File: src/rtl/ctrl_pkg.sv
// Shared encodings for the multicycle main control unit: FSM states, opcodes,
// ALU operation/function codes and datapath mux selects.
package ctrl_pkg;

  typedef enum logic [3:0] {
    S_IDLE,
    S_FETCH,
    S_DECODE,
    S_MEM_ADDR,
    S_MEM_READ,
    S_MEM_WB,
    S_MEM_WRITE,
    S_EXEC,
    S_ALU_WB,
    S_BRANCH,
    S_JAL,
    S_TRAP
  } state_t;

  localparam logic [6:0] OP_LOAD   = 7'b0000011;
  localparam logic [6:0] OP_STORE  = 7'b0100011;
  localparam logic [6:0] OP_RTYPE  = 7'b0110011;
  localparam logic [6:0] OP_ITYPE  = 7'b0010011;
  localparam logic [6:0] OP_BRANCH = 7'b1100011;
  localparam logic [6:0] OP_JAL    = 7'b1101111;

  localparam logic [2:0] F3_ADDSUB = 3'b000;
  localparam logic [2:0] F3_XOR    = 3'b100;
  localparam logic [2:0] F3_OR     = 3'b110;
  localparam logic [2:0] F3_AND    = 3'b111;
  localparam logic [2:0] F3_BEQ    = 3'b000;

  localparam logic [1:0] ALU_OP_ADD   = 2'b00;
  localparam logic [1:0] ALU_OP_SUB   = 2'b01;
  localparam logic [1:0] ALU_OP_FUNCT = 2'b10;

  localparam logic [5:0] FN_ADD = 6'b000000;
  localparam logic [5:0] FN_SUB = 6'b000010;
  localparam logic [5:0] FN_AND = 6'b000100;
  localparam logic [5:0] FN_OR  = 6'b000101;
  localparam logic [5:0] FN_XOR = 6'b001010;

  localparam logic [1:0] PCSRC_ALU    = 2'b00;
  localparam logic [1:0] PCSRC_ALUOUT = 2'b01;
  localparam logic [1:0] PCSRC_JUMP   = 2'b10;

  localparam logic       SRCA_PC  = 1'b0;
  localparam logic       SRCA_RS1 = 1'b1;

  localparam logic [1:0] SRCB_RS2  = 2'b00;
  localparam logic [1:0] SRCB_FOUR = 2'b01;
  localparam logic [1:0] SRCB_IMM  = 2'b10;

  localparam logic [1:0] WB_ALUOUT = 2'b00;
  localparam logic [1:0] WB_MDR    = 2'b01;
  localparam logic [1:0] WB_PC     = 2'b10;

endpackage

File: src/rtl/alu_funct_encoder.sv
// Maps {is_rtype, funct7_b5, funct3} onto the 6-bit alu_funct code and flags
// combinations the core does not implement.
module alu_funct_encoder
  import ctrl_pkg::*;
(
  input  logic       is_rtype,
  input  logic       funct7_b5,
  input  logic [2:0] funct3,
  output logic [5:0] alu_funct,
  output logic       valid
);

  always_comb begin
    alu_funct = '0;
    valid     = 1'b0;
    case (funct3)
      F3_ADDSUB: begin
        valid     = 1'b1;
        alu_funct = (is_rtype && funct7_b5) ? FN_SUB : FN_ADD;
      end
      F3_AND: begin
        valid     = 1'b1;
        alu_funct = FN_AND;
      end
      F3_OR: begin
        valid     = 1'b1;
        alu_funct = FN_OR;
      end
      F3_XOR: begin
        valid     = 1'b1;
        alu_funct = FN_XOR;
      end
      default: ;
    endcase
    // For R-type, funct7[5] is only meaningful as the sub selector.
    if (is_rtype && funct7_b5 && funct3 != F3_ADDSUB) begin
      valid     = 1'b0;
      alu_funct = '0;
    end
  end

endmodule

File: src/rtl/main_control_fsm.sv
// Multicycle main control FSM for the RV32I-subset core: Moore outputs decoded
// from the state register, with IR/PC load in FETCH gated by mem_ready.
module main_control_fsm
  import ctrl_pkg::*;
(
  input  logic       clk,
  input  logic       rst_n,
  input  logic [6:0] opcode,
  input  logic [2:0] funct3,
  input  logic       funct7_b5,
  input  logic       zero,
  input  logic       mem_ready,
  output logic       mem_req,
  output logic       mem_we,
  output logic       iord,
  output logic       ir_write,
  output logic       pc_write,
  output logic       pc_write_cond,
  output logic [1:0] pc_source,
  output logic       alu_src_a,
  output logic [1:0] alu_src_b,
  output logic [1:0] alu_op,
  output logic [5:0] alu_funct,
  output logic       reg_write,
  output logic [1:0] wb_sel,
  output logic       illegal
);

  state_t     state_q, state_d;
  logic       is_rtype;
  logic [5:0] enc_funct;
  logic       enc_valid;

  // zero is consumed by the datapath's PC-write gating, not by the FSM.
  logic unused_zero;
  assign unused_zero = zero;

  assign is_rtype = (opcode == OP_RTYPE);

  alu_funct_encoder u_enc (
    .is_rtype  (is_rtype),
    .funct7_b5 (funct7_b5),
    .funct3    (funct3),
    .alu_funct (enc_funct),
    .valid     (enc_valid)
  );

  always_ff @(posedge clk or negedge rst_n) begin
    if (!rst_n) state_q <= S_IDLE;
    else        state_q <= state_d;
  end

  always_comb begin
    state_d = state_q;
    case (state_q)
      S_IDLE:  state_d = S_FETCH;
      S_FETCH: if (mem_ready) state_d = S_DECODE;
      S_DECODE: begin
        case (opcode)
          OP_LOAD, OP_STORE: state_d = S_MEM_ADDR;
          OP_RTYPE, OP_ITYPE: state_d = S_EXEC;
          // Non-beq branches trap here so no PC side effect is ever issued.
          OP_BRANCH: state_d = (funct3 == F3_BEQ) ? S_BRANCH : S_TRAP;
          OP_JAL:    state_d = S_JAL;
          default:   state_d = S_TRAP;
        endcase
      end
      S_MEM_ADDR:  state_d = (opcode == OP_STORE) ? S_MEM_WRITE : S_MEM_READ;
      S_MEM_READ:  if (mem_ready) state_d = S_MEM_WB;
      S_MEM_WB:    state_d = S_FETCH;
      S_MEM_WRITE: if (mem_ready) state_d = S_FETCH;
      S_EXEC:      state_d = enc_valid ? S_ALU_WB : S_TRAP;
      S_ALU_WB:    state_d = S_FETCH;
      S_BRANCH:    state_d = S_FETCH;
      S_JAL:       state_d = S_FETCH;
      S_TRAP:      state_d = S_TRAP;
      default:     state_d = S_IDLE;
    endcase
  end

  always_comb begin
    mem_req       = 1'b0;
    mem_we        = 1'b0;
    iord          = 1'b0;
    ir_write      = 1'b0;
    pc_write      = 1'b0;
    pc_write_cond = 1'b0;
    pc_source     = PCSRC_ALU;
    alu_src_a     = SRCA_PC;
    alu_src_b     = SRCB_RS2;
    alu_op        = ALU_OP_ADD;
    alu_funct     = '0;
    reg_write     = 1'b0;
    wb_sel        = WB_ALUOUT;
    illegal       = 1'b0;
    case (state_q)
      S_FETCH: begin
        mem_req   = 1'b1;
        alu_src_b = SRCB_FOUR;
        ir_write  = mem_ready;
        pc_write  = mem_ready;
      end
      S_DECODE: alu_src_b = SRCB_IMM;
      S_MEM_ADDR: begin
        alu_src_a = SRCA_RS1;
        alu_src_b = SRCB_IMM;
      end
      S_MEM_READ: begin
        mem_req = 1'b1;
        iord    = 1'b1;
      end
      S_MEM_WB: begin
        reg_write = 1'b1;
        wb_sel    = WB_MDR;
      end
      S_MEM_WRITE: begin
        mem_req = 1'b1;
        mem_we  = 1'b1;
        iord    = 1'b1;
      end
      S_EXEC: begin
        alu_src_a = SRCA_RS1;
        alu_src_b = is_rtype ? SRCB_RS2 : SRCB_IMM;
        alu_op    = ALU_OP_FUNCT;
        alu_funct = enc_funct;
      end
      S_ALU_WB: reg_write = 1'b1;
      S_BRANCH: begin
        alu_src_a     = SRCA_RS1;
        alu_op        = ALU_OP_SUB;
        pc_write_cond = 1'b1;
        pc_source     = PCSRC_ALUOUT;
      end
      S_JAL: begin
        reg_write = 1'b1;
        wb_sel    = WB_PC;
        pc_write  = 1'b1;
        pc_source = PCSRC_JUMP;
      end
      S_TRAP:  illegal = 1'b1;
      default: ;
    endcase
  end

endmodule

File: config.mk
export PLATFORM = sky130hd
export DESIGN_NAME = main_control_fsm
export DESIGN_NICKNAME = d
export VERILOG_FILES = /design/src/rtl/ctrl_pkg.sv /design/src/rtl/alu_funct_encoder.sv /design/src/rtl/main_control_fsm.sv
export SDC_FILE = /design/constraint.sdc
export NUM_CORES = 1
export LEC_CHECK = 0
export CELL_PAD_IN_SITES_DETAIL_PLACEMENT = 2
export CELL_PAD_IN_SITES_GLOBAL_PLACEMENT = 2
export CORE_MARGIN = 3
export CORE_UTILIZATION = 18
export CTS_BUF_LIST = sky130_fd_sc_hd__clkbuf_2
export CTS_CLUSTER_SIZE = 20
export DETAILED_ROUTE_END_ITERATION = 7
export PLACE_DENSITY_LB_ADDON = 0.15
export SETUP_SLACK_MARGIN = 0.5
export SYNTH_ARGS = -nofsm -noshare
export SYNTH_HDL_FRONTEND = slang
export SYNTH_SLANG_ARGS = --single-unit
File: constraint.sdc
create_clock -name clk -period 1.8 [get_ports clk]
set_input_delay 0.36 -clock clk [delete_from_list [all_inputs] [get_ports clk]]
set_output_delay 0.36 -clock clk [all_outputs]
set_load 0.01 [all_outputs]
==> run summary, run 1 <==
Worst-path endpoint after global-route repair_timing = alu_funct[1]
Average cell area after synthesis = 6.93 um2
Root buf cell = sky130_fd_sc_hd__clkbuf_2
Warning count from the yosys run = 0
Total CTS buffers = 3
Clock Sinks = 4
Dpl hpwl = 2120 um
Die width = 62.5 um
# H-tree levels = 1
Largest net degree at the start of global routing = 9
Maximum clock path buffer count = 2
Total of flip-flops plus latches after synthesis = 4
Post-synth ARST share = 100%
Worst setup slack before clock tree synthesis = -906 ps
Total I/O pin count = 38
Synthesized cell area = 576 um2
Unique cell type count in the Yosys netlist = 37
Last stage = 5_1_grt
Run status = did not finish
Area share of the largest cell type after synthesis = 17.4%
Height of the die = 62.5 um
Dominant cell type by area after synthesis = sky130_fd_sc_hd__dfrtp_1
Sequential element share of the synthesized area = 17.4%
Post-synth EDFFs = 0
Cell Count Post-Placement = 183
Leading cell types by total area after synthesis = sky130_fd_sc_hd__dfrtp_1 17%, sky130_fd_sc_hd__nand2b_1 8.7%, sky130_fd_sc_hd__nor2_1 8.5%, sky130_fd_sc_hd__a21oi_1 6.1%, sky130_fd_sc_hd__buf_4 5.2%
Routability Congestion = 0.702
Commonest register cell after synthesis = sky130_fd_sc_hd__dfrtp_1
Stop Error = [ERROR DPL-0033] detailed placement checks failed during check placement.
Count of buffers from port buffering = 34
Cells after synthesis = 83
Initial Util = 19.8%
CTS Hold Bufs = 0
Number of antenna violations at the first check in global routing = 0
Worst EP Category = output port
Number of placement rows = 19
[kinds of logic after synthesis]
kind of cell	count (synthesis)	synth area share (%)
compound gates	21	23.5
xor+xnor	1	1.52
buf+inv	12	12.0
flops	4	17.4
other cells	1	0.652
simple gates	44	45.0
[synth_stat cells (2+ instances only)]
cell,number
sky130_fd_sc_hd__a21o_1,2
sky130_fd_sc_hd__a21oi_1,7
sky130_fd_sc_hd__and2_1,2
sky130_fd_sc_hd__buf_4,4
sky130_fd_sc_hd__clkbuf_1,2
sky130_fd_sc_hd__dfrtp_1,4
sky130_fd_sc_hd__inv_1,3
sky130_fd_sc_hd__nand2_1,4
sky130_fd_sc_hd__nand2b_1,8
sky130_fd_sc_hd__nand4_1,2
sky130_fd_sc_hd__nor2_1,13
sky130_fd_sc_hd__nor2b_1,2
sky130_fd_sc_hd__nor4_1,2
sky130_fd_sc_hd__o21ai_0,3
sky130_fd_sc_hd__o22ai_1,2
sky130_fd_sc_hd__o32ai_1,2
[through the flow]
step	hold slack [ps]	cell area [um2]	setup TNS (ps)
floorplan	64.4	647	-72.1
global placement	556	1200	-5730
detailed placement	569	1200	-6340
CTS	336	1530	-1000
[repair_timing]
| action | 4_1_cts |
|---|---|
| cloned | 1 |
| pin swaps | 21 |
| gates resized for setup | 160 |
| buffers inserted | 17 |
| endpoints found under the setup margin | 25 |
==> run 2: changes to the inputs <==
Settings changed: CELL_PAD_IN_SITES_DETAIL_PLACEMENT 2 to unset, CELL_PAD_IN_SITES_GLOBAL_PLACEMENT 2 to unset, CORE_AREA set to 3 3 64 66, CORE_MARGIN 3 to unset, CORE_UTILIZATION 18 to unset, CTS_BUF_LIST sky130_fd_sc_hd__clkbuf_2 to unset, CTS_CLUSTER_SIZE 20 to unset, DIE_AREA set to 0 0 67 69, SETUP_SLACK_MARGIN 0.5 to unset.
==> run 2 against run 1 <==
Against the previous run: synthesized cell count unchanged; synthesized area unchanged; the flow now finishes, with violations (setup timing).
==> run summary, run 2 <==
DRC viols = 0
Core ar. = 3630 um2
Root buf cell = sky130_fd_sc_hd__clkbuf_8
Global-route wire length before repair = 3510 um
Post-layout nets = 170
Unrepaired setup endpoints after global routing = true
Worst setup slack before clock tree synthesis = -888 ps
Internal power contribution = 0.00109 W
HP Class = in2async
Average cell area after synthesis = 6.93 um2
CTS Hold Bufs = 0
Number of placement rows = 22
Launch instance of the worst register-to-register path = state_q[3]$_DFFE_PN0P_
Global-route usage over all layers = 9.09%
Total I/O pin count = 38
Number of cells on the worst reg-to-reg path = 8
Initial Util = 15.8%
Total Die Area = 4620 um2
Maximum clock frequency = 494 MHz
Share of the synthesized netlist area taken by xor and xnor gates = 1.52%
Registers with the highest flip-flop counts = state_q (4)
Number of design-rule violations left by the first detailed-router iteration = 20
Top fanout value on the critical path = 2
Max Transition Viols Final = 0
Synthesized-area fraction occupied by adder cells = 0%
Leading cell types by total area after synthesis = sky130_fd_sc_hd__dfrtp_1 17%, sky130_fd_sc_hd__nand2b_1 8.7%, sky130_fd_sc_hd__nor2_1 8.5%, sky130_fd_sc_hd__a21oi_1 6.1%, sky130_fd_sc_hd__buf_4 5.2%
Register bank with the most flops = state_q
Element type at the critical path end = output port
Number of antenna violations at the first check in global routing = 0
Kind of start point of the critical path = primary input
Maximum clock path buffer count = 2
Post-synth EDFFs = 0
Combinational family with the most area after synthesis = simple AND/OR/NAND/NOR gates
Clock Sinks = 4
Power density of the placed cells = 1350 nW/um2
Share of post-route cells with drive strength above 1 = 58.2%
Worst hold slack after final layout = 347 ps
Total CTS buffers = 3
Die width = 67 um
Commonest cells after routing, fill and taps aside = 34 x sky130_fd_sc_hd__buf_4, 10 x sky130_fd_sc_hd__nor2_1, 10 x sky130_fd_sc_hd__buf_6
Count of filler cells inserted in the layout = 412
Share of the clock period used by the worst path after layout = 112%
Post-Synth Simple-Gate Area = 45.0%
Run status = complete, but fails checks
Drt first pass iters = 2
Commonest register cell after synthesis = sky130_fd_sc_hd__dfrtp_1
Area Overhead vs Synth = 135%
Worst Skew = 0.201 ps
Warning count from the yosys run = 0
Dpl hpwl = 1750 um
Required time of the worst setup path = 1440 ps
Total of flip-flops plus latches after synthesis = 4
Source-to-sink clock delay at the later pin of the worst-skew pair = 210 ps
Most common cell after layout, fill and taps aside = sky130_fd_sc_hd__buf_4
Register area = 100 um2
# H-tree levels = 1
Avg WL per Cell = 10.7 um
Synth cell count leaders = 13 x sky130_fd_sc_hd__nor2_1, 8 x sky130_fd_sc_hd__nand2b_1, 7 x sky130_fd_sc_hd__a21oi_1
Clock transition time at the flip-flop clock pins of the worst setup and hold paths = 30 ps
Dominant cell type by area after synthesis = sky130_fd_sc_hd__dfrtp_1
Routed Antenna Nets = 0
Largest net degree at the start of global routing = 9
Routed Wire Length = 2160 um
Vias/cell = 4.08
Final Hold Violating Endpoints = 0
Area share of the largest cell type after synthesis = 17.4%
Height of the die = 69 um
Routability Congestion = 0.732
Capture instance of the worst register-to-register path = state_q[0]$_DFFE_PN0P_
Multiplexer area fraction after synthesis = 0%
Relative contribution of sequential cells to total power = 9.9%
Max-cap viol count = 0
Aggregate global routing overflow = 0
Synthesized-area fraction occupied by ao, oa, aoi and oai cells = 23.5%
Unique cell type count in the Yosys netlist = 37
Synthesized cell area = 576 um2
Kind of critical path = in2out
Diode insertion count for antenna repair = 0
Cells after synthesis = 83
Number of flip-flops in the largest register = 4
Worst-case vdd ir drop = 0.745 mV
Worst-case register-to-register setup slack = 280 ps
Violated checks = setup timing
Combinational share of power = 80.2%
Net switching share of the total power = 40.1%
PnR worst setup slack = -224 ps
Count of buffers from port buffering = 34
Leakage Power = 0.700 nW
Most repeated cell in the gate-level netlist after synthesis = sky130_fd_sc_hd__nor2_1
Post-synth ARST share = 100%
Number of global-route vias before repair = 843
Area occupied by multi-input gates = 542 um2
Setup Viol. Count Final = 6
Final critical-path required period = 2020 ps
Critical path data arrival time = 1660 ps
Switch Pwr = 0.000731 W
Fraction of power consumed by the clock network = 9.9%
Sequential element share of the synthesized area = 17.4%
TritonCTS clock tree = yes
DR vias = 821
[run 2: worst max path at each step]
| stage | start | endpoint | slack, ps |
|---|---|---|---|
| after CTS | opcode[6] | alu_funct[1] | -280 |
| after detailed placement | opcode[3] | alu_funct[1] | -890 |
| final | opcode[6] | alu_funct[1] | -220 |
| after global routing | opcode[6] | alu_funct[1] | -260 |
| after floorplan | state_q[3]$_DFFE_PN0P_ | alu_funct[0] | -60 |
| after global placement | opcode[3] | alu_funct[1] | -880 |
[run 2: logic make-up (layout without fill, tap and decap cells)]
group,count (synthesis),after routing
DFF,4,4
buffers and inverters,12,81
and+or+nand+nor,44,44
xor gates and xnor gates,1,1
AOI/OAI and AO/OA,21,21
other,1,2
[run 2: power groups by stage]
stage | logic (W) | registers, W | clock network [W]
floorplan | 0.000631 | 0.000187 | 0
global placement | 0.00134 | 0.000171 | 0
detailed placement | 0.00134 | 0.000170 | 0
CTS | 0.00140 | 0.000175 | 0.000188
global route | 0.00160 | 0.000184 | 0.000196
finish | 0.00146 | 0.000180 | 0.000181
[run 2: stage by stage]
step	power [W]	setup TNS (ps)	area [um2]	instances	utilization, %
2_1_floorplan	0.000818	-75.6	608	84	-
3_3_place_gp	0.00152	-6730	1180	188	32.5
3_5_place_dp	0.00151	-6800	1180	188	32.5
4_1_cts	0.00176	-655	1280	194	35.2
5_1_grt	0.00198	-815	1350	201	37.3
6_report	0.00182	-453	1350	201	37.3
[run 2: worst max-delay path, cell delays in order]
cell                     delay [ps]
sky130_fd_sc_hd__buf_6           90
sky130_fd_sc_hd__or4b_4         540
sky130_fd_sc_hd__nor3_4         150
sky130_fd_sc_hd__buf_4          130
sky130_fd_sc_hd__xor2_1         120
sky130_fd_sc_hd__and3_1         150
sky130_fd_sc_hd__buf_2          120
[run 2: layout make-up]
cell class / count / area share [%]
Clock buffer: 3 / 3.05
Tap cell: 48 / 4.44
Timing Repair Buffer: 74 / 43.8
Inverter: 4 / 1.29
Multi-Input combinational cell: 68 / 40.0
Sequential cell: 4 / 7.39
[run 2: per-layer routing]
layer | GRT usage, % | vias up | share of wire (%) | routed length (um)
li1 | - | 426 | - | -
met1 | 10.7 | 383 | 42 | 897
met2 | 16.8 | 12 | 55 | 1190
met3 | 1.14 | 0 | 3.3 | 71
met4 | 2.03 | 0 | 0 | 0
met5 | 0 | - | 0 | 0
[run 2: repair_timing]
action	4_1_cts	5_1_grt
setup endpoints to repair	23	16
resized for setup	92	27
setup buffers	3	7
pin swaps	7	4
Note: power is estimated with default switching activity, not from simulation.
